`config.mk`:
```
export PLATFORM = sky130hd
export DESIGN_NAME = target_bbox_locate
export DESIGN_NICKNAME = d
export VERILOG_FILES = /design/src/rtl/target_bbox_locate.sv
export SDC_FILE = /design/constraint.sdc
export NUM_CORES = 1
export LEC_CHECK = 0
export ABC_CLOCK_PERIOD_IN_PS = 6350
export CORE_UTILIZATION = 60
export DETAILED_ROUTE_END_ITERATION = 10
export PLACE_DENSITY = 0.86
export REMOVE_ABC_BUFFERS = 1
export SETUP_SLACK_MARGIN = 0.4
export SYNTH_ARGS = -nofsm -noshare
export SYNTH_HDL_FRONTEND = slang
export SYNTH_SLANG_ARGS = --single-unit
```
`constraint.sdc`:
```
create_clock -name pixelclk -period 6.35 [get_ports pixelclk]
set_input_delay 0.9525 -clock pixelclk [delete_from_list [all_inputs] [get_ports pixelclk]]
set_output_delay 0.9525 -clock pixelclk [all_outputs]
set_load 0.05 [all_outputs]
```
`src/rtl/target_bbox_locate.sv`:
```
// rtl/target_bbox_locate.sv - colour-threshold target bounding-box locator for an RGB pixel stream
// Publishes exclusive window bounds for the previous frame two cycles after each frame start.
module target_bbox_locate #(
  parameter logic [7:0] R_MIN     = 8'd160,
  parameter logic [7:0] G_MAX     = 8'd100,
  parameter logic [7:0] B_MAX     = 8'd100,
  parameter int         MIN_RUN   = 4,
  parameter int         MIN_COUNT = 64,
  parameter int         MARGIN    = 1,
  parameter logic       VS_POL    = 1'b1
) (
  input  logic        pixelclk,
  input  logic        reset_n,
  input  logic [23:0] i_rgb,
  input  logic        i_hsync,
  input  logic        i_vsync,
  input  logic        i_de,
  input  logic [11:0] hcount,
  input  logic [11:0] vcount,
  output logic [11:0] hcount_l,
  output logic [11:0] hcount_r,
  output logic [11:0] vcount_l,
  output logic [11:0] vcount_r,
  output logic        o_valid,
  output logic        o_frame_done
);

  localparam logic [3:0]  RUN_LAST  = 4'(MIN_RUN - 1);
  localparam logic [11:0] RUN_BACK  = 12'(MIN_RUN - 1);
  localparam logic [21:0] RUN_LEN   = 22'(MIN_RUN);
  localparam logic [21:0] CNT_MIN   = 22'(MIN_COUNT);
  localparam logic [11:0] MARGIN_12 = 12'(MARGIN);

  typedef enum logic [1:0] {S_IDLE, S_ACCUM, S_LATCH} state_e;

  state_e      state_q;
  logic        vs_q;
  logic [3:0]  run_q;
  logic [11:0] xmin_q, xmax_q, ymin_q, ymax_q;
  logic [11:0] xmin_d, xmax_d, ymin_d, ymax_d;
  logic [21:0] cnt_q, cnt_d;
  logic [22:0] cnt_sum;
  logic [11:0] x_start;
  logic        fs, target, qual, qual_first;

  // hsync is carried only as a timing reference for the surrounding pipeline
  logic unused_hsync;
  assign unused_hsync = i_hsync;

  assign fs     = (i_vsync == VS_POL) && (vs_q != VS_POL);
  assign target = i_de && (i_rgb[23:16] > R_MIN) && (i_rgb[15:8] < G_MAX)
                       && (i_rgb[7:0] < B_MAX);
  assign qual       = target && (run_q >= RUN_LAST);
  assign qual_first = target && (run_q == RUN_LAST);

  function automatic logic [11:0] lo_bound(input logic [11:0] v);
    return (v < MARGIN_12) ? 12'd0 : v - MARGIN_12;
  endfunction

  function automatic logic [11:0] hi_bound(input logic [11:0] v);
    logic [12:0] s;
    s = {1'b0, v} + {1'b0, MARGIN_12};
    return s[12] ? 12'hFFF : s[11:0];
  endfunction

  // Run start is credited at the qualifying pixel, so the left edge reaches back MIN_RUN-1.
  always_comb begin
    x_start = hcount - RUN_BACK;
    xmin_d  = (qual_first && (x_start < xmin_q)) ? x_start : xmin_q;
    xmax_d  = (hcount > xmax_q) ? hcount : xmax_q;
    ymin_d  = (vcount < ymin_q) ? vcount : ymin_q;
    ymax_d  = (vcount > ymax_q) ? vcount : ymax_q;
    cnt_sum = {1'b0, cnt_q} + {1'b0, (qual_first ? RUN_LEN : 22'd1)};
    cnt_d   = cnt_sum[22] ? {22{1'b1}} : cnt_sum[21:0];
  end

  always_ff @(posedge pixelclk or negedge reset_n) begin
    if (!reset_n) begin
      state_q      <= S_IDLE;
      vs_q         <= 1'b0;
      run_q        <= 4'd0;
      xmin_q       <= 12'hFFF;
      ymin_q       <= 12'hFFF;
      xmax_q       <= 12'd0;
      ymax_q       <= 12'd0;
      cnt_q        <= 22'd0;
      hcount_l     <= 12'd0;
      hcount_r     <= 12'd0;
      vcount_l     <= 12'd0;
      vcount_r     <= 12'd0;
      o_valid      <= 1'b0;
      o_frame_done <= 1'b0;
    end else begin
      vs_q         <= i_vsync;
      o_frame_done <= 1'b0;
      // Saturate so very long runs keep qualifying instead of wrapping to zero
      if (target) begin
        run_q <= (run_q == 4'hF) ? run_q : run_q + 4'd1;
      end else begin
        run_q <= 4'd0;
      end
      case (state_q)
        S_IDLE: begin
          if (fs) begin
            state_q <= S_ACCUM;
            xmin_q  <= 12'hFFF;
            ymin_q  <= 12'hFFF;
            xmax_q  <= 12'd0;
            ymax_q  <= 12'd0;
            cnt_q   <= 22'd0;
          end
        end
        S_ACCUM: begin
          if (fs) begin
            state_q <= S_LATCH;
          end else if (qual) begin
            xmin_q <= xmin_d;
            xmax_q <= xmax_d;
            ymin_q <= ymin_d;
            ymax_q <= ymax_d;
            cnt_q  <= cnt_d;
          end
        end
        S_LATCH: begin
          if (cnt_q >= CNT_MIN) begin
            hcount_l <= lo_bound(xmin_q);
            hcount_r <= hi_bound(xmax_q);
            vcount_l <= lo_bound(ymin_q);
            vcount_r <= hi_bound(ymax_q);
            o_valid  <= 1'b1;
          end else begin
            o_valid  <= 1'b0;
          end
          o_frame_done <= 1'b1;
          xmin_q       <= 12'hFFF;
          ymin_q       <= 12'hFFF;
          xmax_q       <= 12'd0;
          ymax_q       <= 12'd0;
          cnt_q        <= 22'd0;
          run_q        <= 4'd0;
          state_q      <= S_ACCUM;
        end
        default: state_q <= S_IDLE;
      endcase
    end
  end

endmodule
```
**Word-level counts from Yosys, hierarchy flattened**

Cells that the tools add are included.

- Bits in latches: 0
- Bits in read-only memories: 0
- Logic and storage cells: 98
- Output and inout bits: 50
- Memories kept: 0
- Flip-flop bits (word level): 127
- Memory bits (writable): 0
- Input port bits: 53

- Add/subtract/negate cells: 7
- Shift operators: 0
- Div/mod/pow operators: 0
- Bitwise logic cells: 1
- Magnitude comparators: 11
- Multiplexer cells: 36
- Eq/ne operators: 13
- Multipliers: 0
- Reductions and logical operators: 16

Operators by type and width:

| cell | count |
|---|---|
| 12-bit 2-to-1 mux | 18 |
| 12-bit one-hot mux with 3 select lines | 4 |
| 22-bit 2-to-1 mux | 4 |
| 22-bit one-hot mux with 3 select lines | 1 |
| 12-bit by 1-bit adder with 13-bit output (second input constant) | 2 |
| 12-bit > comparator | 2 |
| 12-bit by 1-bit < comparator with 1-bit output (second input constant) | 2 |
| 12-bit < comparator | 2 |
| 12-bit by 1-bit subtractor with 12-bit output (second input constant) | 2 |
| 22-bit by 3-bit adder with 23-bit output | 1 |
| 22-bit by 7-bit greater-or-equal comparator with 1-bit output (second input constant) | 1 |
| 5-bit AND reduction | 4 |
| 8-bit by 7-bit < comparator with 1-bit output (second input constant) | 2 |
| 2-bit inequality test (second input constant) | 8 |
| 4-bit 2-to-1 mux | 3 |
| 12-bit by 2-bit subtractor with 12-bit output (second input constant) | 1 |
| 8-bit > comparator (second input constant) | 1 |
| 1-bit logical AND | 7 |
| 2-bit one-hot mux with 3 select lines | 1 |
| 4-bit by 1-bit adder with 4-bit output (second input constant) | 1 |
| 4-bit by 2-bit == test with 1-bit output (second input constant) | 1 |
| 4-bit == test (second input constant) | 1 |
| 4-bit by 2-bit greater-or-equal comparator with 1-bit output (second input constant) | 1 |
| 2-bit 2-to-1 mux | 2 |
| 10 further kinds | 12 |

**Depth between registers and ports, before layout**

- Word-level depth: 11
- Depth in mapped cells: 13
- Gate-level depth less buffers: 12

**Least setup slack after synthesis**

OpenSTA, ideal clock, no wires.

- Path kind: input to register
- Start: in i_rgb[17]
- End: reg cnt_q[21]
- Stages on the path: 12
- Data required time: 6.230 ns
- Setup time: 0.120 ns
- Arrival: 3.433 ns
- Path slack: 2.797 ns
- Path buffers: 0
- Path through: or4_1 nor3_2 nor2_1 nand3_1 inv_1 ha_1 a31oi_1 nor4_2 nand2_1 nor4_2 nand3_1 o211a_1

- Word-level cells in the longest chain between the ends: 11
- Elaborated cells on any way between the ends: 14
- Those cells by class: add/sub (1); order compare (1); eq/ne (1); mux (5); reduce/logical (6)

RTL lines:

| what | line | text |
|---|---|---|
| start, declared | 14 | `input logic [23:0] i_rgb,` |
| 8-bit > comparator * | 51 | `assign target = i_de && (i_rgb[23:16] > R_MIN) && (i_rgb[15:8] < G_MAX)` |
| 1-bit logical AND * (2 in a row) | 51 |  |
| 1-bit logical AND * | 52 | `&& (i_rgb[7:0] < B_MAX);` |
| 1-bit logical AND | 54 | `assign qual_first = target && (run_q == RUN_LAST);` |
| 3-bit 2-to-1 mux | 73 | `cnt_sum = {1'b0, cnt_q} + {1'b0, (qual_first ? RUN_LEN : 22'd1)};` |
| 22-bit by 3-bit adder with 23-bit output | 73 |  |
| 22-bit 2-to-1 mux | 74 | `cnt_d = cnt_sum[22] ? {22{1'b1}} : cnt_sum[21:0];` |
| 22-bit 2-to-1 mux | 116 | `end else if (qual) begin` |
| 22-bit 2-to-1 mux | 114 | `if (fs) begin` |
| 22-bit one-hot mux with 3 select lines | 102 | `case (state_q)` |
| end signal, assigned | 121 | `cnt_q <= cnt_d;` |
| end, declared | 41 | `logic [21:0] cnt_q, cnt_d;` |

Every way passes the cells marked *; elsewhere a longest branch is shown, timed or not. The select of a mux whose other input is x is not followed.
A chain may end at the register's enable or synchronous reset.

**Final worst setup path**

- Start: in hcount[2]
- End: reg xmin_q[9]

- Word-level cells in the longest chain between the ends: 5
- Elaborated cells on any way between the ends: 9
- Those cells by class: add/sub (1); order compare (1); eq/ne (1); mux (4); reduce/logical (2)

RTL lines:

| what | line | text |
|---|---|---|
| start, declared | 18 | `input logic [11:0] hcount,` |
| 12-bit by 2-bit subtractor with 12-bit output * | 68 | `x_start = hcount - RUN_BACK;` |
| 12-bit < comparator / 12-bit 2-to-1 mux (equally long branches) | 69 | `xmin_d = (qual_first && (x_start < xmin_q)) ? x_start : xmin_q;` |
| 1-bit logical AND / 12-bit 2-to-1 mux (equally long branches) | 69, 116 |  |
| 2-bit inequality test (no line) / 12-bit 2-to-1 mux (equally long branches) | - |  |
| 5-bit AND reduction (no line) / 12-bit one-hot mux with 3 select lines (equally long branches) | - |  |
| end signal, assigned | 117 | `xmin_q <= xmin_d;` |
| end, declared | 39 | `logic [11:0] xmin_q, xmax_q, ymin_q, ymax_q;` |

Marks and branches as above.

==> metrics.md <==
| Metric | Value |
|---|---|
| Diodes inserted | `0` |
| Worst Setup End Kind | `flop` |
| Worst path required time | `~6.7 ns` |
| Synth cell types | `between 60 and 70` |
| Hold_buf cts | `0` |
| Drt pass-1 iters | `9` |
| CTS sink count | `127` |
| Post-synth EDFFs | `0` |
| CP max stage delay | `0.81 ns` |
| YS warnings | `0` |
| Clock Path Buffers | `2` |
| Routed Antenna Nets | `0` |
| Placer Congestion | `between 0.8 and 0.9` |
| Vias per cell | `6.280` |
| Sequential share of the synthesized area | `0.4400` |
| Setup TNS | `0 ns` |
| Vias in the first global route | `~6300` |
| Area growth syn-to-layout | `22.46%` |
| Cell mode on critical path | `a21oi_1` |
| WS Path Type | `primary input to flop` |
| Layout Skew | `just over 0.008 ns` |
| Outcome | `finished, violations left` |
| Nets | `about 960` |
| Largest net degree at the start of global routing | `74` |
| Synth Area in XOR/XNOR | `0.05045` |
| Adder-Cell Fraction of Synth Area | `0.09439` |
| RSZ-0062 raised after global routing | `false` |
| Clock Latency Late Sink | `0.43 ns` |
| Max Cap Violations | `0` |
| Drt drc | `8` |
| IO Port Bufs | `97` |
| IO Count | `~100` |
| Post-layout util | `0.7688` |
| Failing checks | `design-rule violations` |
| Leak | `roughly 4.0 nW` |
| Slew margin rel. | `0.3367` |
| First-pass GRT wire length | `slightly above 30000 um` |
| Max Transition Viols Final | `0` |
| CTS Buf Count | `17` |
| Fmax | `0.2314 GHz` |
| CP max FO | `12` |
| Critical Path Source Type | `primary input` |
| #FFs+latches synth | `127` |
| Fillers | `about 800` |
| Simple-Gate Fraction of Synth Area | `0.1694` |
| Routed WL | `18230 um` |
| Root buf cell | `clkbuf_16` |
| Min-delay worst type | `flop to flop` |
| Initial Util | `0.6278` |
| Clk pin slew, worst setup/hold paths | `0.06 ns` |
| DIE WIDTH | `~110 um` |
| Tot GR Track Use | `0.3112` |
| Top FF cell, synth | `dfrtp_1` |
| Ys async rst share | `1.000` |
| Post-CTS sizing | `0` |
| Fin crit share | `0.6805` |
| FP Rows | `39` |
| Mux contribution to synthesized area | `0.02917` |
| Compound-Gate Fraction of Synth Area | `0.1759` |
| H-tree depth | `4` |
| Post-synthesis instance total | `roughly 750` |
| Largest family of logic cells by synthesized area | `compound AO/OA/AOI/OAI gates` |
| Number of setup buffers added after CTS | `0` |
| Max VDD drop | `approximately 180 uV` |
| Die area | `approximately 13000 um^2` |
| Core area | `roughly 12000 um^2` |
| DR vias | `between 6000 and 7000` |
| Antenna violations before repair | `0` |
| Die Span Y | `112.2 um` |
| WL per Instance | `roughly 18 um` |
| Crit-path cells | `clkdlybuf4s50_1 -> or3_1 -> a21oi_1 -> nand2b_1 -> nor4_1 -> xor2_1 -> ha_1 -> a21oi_1 -> o21ai_0 -> inv_1 -> o211ai_1 -> a21oi_1 -> o22a_1` |
| Layout cell share with drive strength beyond 1 | `0.09353` |
| Final Critical Period | `roughly 4.3 ns` |
| Mapped Area | `7291 um^2` |
| Critical-path top delay cell | `a21oi_1` |
| Setup violations, final | `0` |
| Fin. Hold Viols | `0` |
| Grt total ovfl | `0` |
| CTS tree | `built` |
| First DRT Iteration DRCs | `~640` |
| Worst Max-Slew Pin Slew | `0.9949 ns` |
| Syn Area/Cell | `about 9.7 um^2` |
| Pwr/cell area | `248.4 nW/um^2` |
| Dpl hpwl | `about 13000 um` |
| Worst EP arrival | `4.69 ns` |
==> worst paths after layout <==
path                                end  slack (ns)         from  cells past startpoint
setup / recovery              xmin_q[9]        2.03    hcount[2]                     13
hold / removal              vcount_l[7]        0.47  vcount_l[7]                      2
setup reg to reg               cnt_q[7]        3.09     run_q[0]                     10
hold reg to reg             vcount_l[7]        0.47  vcount_l[7]                      2
max in group asynchronous   hcount_l[6]        4.39      reset_n                      2
min in group asynchronous  vcount_l[11]        0.56      reset_n                      1
==> cells by family after synthesis <==
| logic type | Yosys count |
|---|---|
| DFF | 127 |
| muxes | 21 |
| and+or+nand+nor | 247 |
| buffers and inverters | 72 |
| AOI/OAI and AO/OA | 189 |
| adders and majority gates | 55 |
| xor gates and xnor gates | 42 |
==> power by group <==
part,total [mW],switching (mW),internal [mW]
clock,0.933,0.348,0.585
combinational,0.361,0.219,0.142
sequential,0.923,0.0494,0.874
total,2.22,0.617,1.60
==> per-layer routing <==
metal	global-route usage	routed length [um]	part of all wire
met5	0	0	0
met4	0.1404	546	0.030
met3	0.08261	1128	0.062
met2	0.4903	8766	0.48
met1	0.4050	7785	0.43
==> worst max-delay path: cells and delay by family <==
family | cells | cell delay, ns
AND/OR/NAND/NOR | 3 | 0.89
AO/OA/AOI/OAI | 6 | 1.65
buffers and inverters | 2 | 0.61
XOR/XNOR | 1 | 0.28
adder cells (fa/ha/maj) | 1 | 0.30
==> per-stage QoR <==
| step | total power, mW | cell area (um^2) | instances | setup slack, ns | hold slack, ns |
|---|---|---|---|---|---|
| finish | 2.218 | 8929 | 1009 | 2.029 | 0.4749 |
| global route | 2.310 | 8929 | 1009 | 1.651 | 0.5014 |
| CTS | 2.223 | 8929 | 1009 | 2.050 | 0.4816 |
| detailed placement | 1.286 | 8363 | 977 | 1.624 | 0.4691 |
| global placement | 1.264 | 8363 | 977 | 1.666 | 0.4606 |
| floorplan | 1.147 | 7193 | 734 | 2.679 | 0.4661 |
==> registers in the layout, summed over array words and instances, names as in the netlist, 2 cells and up <==
register / count
vcount_r: 12
xmin_q: 12
run_q: 4
cnt_q: 22
hcount_r: 12
state_q: 2
hcount_l: 12
ymin_q: 12
ymax_q: 12
vcount_l: 12
xmax_q: 12
==> final cells by class <==
type | instances | area (um^2) | share of cell area
repair buffers | 100 | 991.0 | 0.1110
inverters | 53 | 198.9 | 0.02228
well taps | 143 | 178.9 | 0.02004
clock inverters | 7 | 60.06 | 0.006726
clock buffers | 25 | 505.5 | 0.05661
multi-input cells | 554 | 3786 | 0.4240
flip-flops and latches | 127 | 3208 | 0.3593
==> cells in the final DEF (no fill, tap or decap), types with 8 or more instances in the layout <==
master	netlist	routed
nor2_1	81	81
inv_1	53	53
nor4_1	12	12
a21oi_1	59	59
dfstp_2	24	24
xnor2_1	34	34
clkdlybuf4s50_1	0	96
xor2_1	8	8
nand4_1	11	11
o22a_1	12	12
dfrtp_1	103	103
o21ai_0	37	37
a31oi_1	8	8
nand3_1	25	25
nor3_1	18	18
clkbuf_16	0	17
mux2i_1	19	19
nand2_1	53	53
a22o_1	23	23
ha_1	55	55
==> cells in the mapped netlist, types with 2 or more instances <==
cell	instances	area, um^2
a211o_1	2	17.52
a211oi_1	7	52.55
a21o_1	5	37.54
a21oi_1	59	295.3
a22o_1	23	201.4
a311oi_1	4	35.03
a31o_2	2	17.52
a31oi_1	8	50.05
a41o_1	3	30.03
and2_1	3	18.77
and3_1	5	31.28
buf_2	6	30.03
buf_6	2	22.52
clkbuf_1	9	33.78
dfrtp_1	103	2577
dfstp_2	24	630.6
ha_1	55	688.2
inv_1	53	198.9
mux2_2	2	22.52
mux2i_1	19	190.2
nand2_1	53	198.9
nand2b_1	4	25.02
nand3_1	25	125.1
nand4_1	11	68.82
nor2_1	81	304.0
nor2b_1	4	25.02
nor3_1	18	90.09
nor3_2	4	40.04
nor3b_2	2	25.02
nor4_1	12	75.07
nor4_2	2	25.02
o2111ai_1	2	17.52
o211ai_1	3	22.52
o21ai_0	37	185.2
o21ai_1	2	10.01
o21bai_1	2	15.01
o22a_1	12	105.1
o311ai_1	3	26.28
o31ai_1	3	22.52
o41ai_1	2	17.52
or2_2	3	18.77
or3_1	4	25.02
or4_1	6	45.04
xnor2_1	34	297.8
xor2_1	8	70.07
Note: power is estimated with default switching activity, not from simulation.
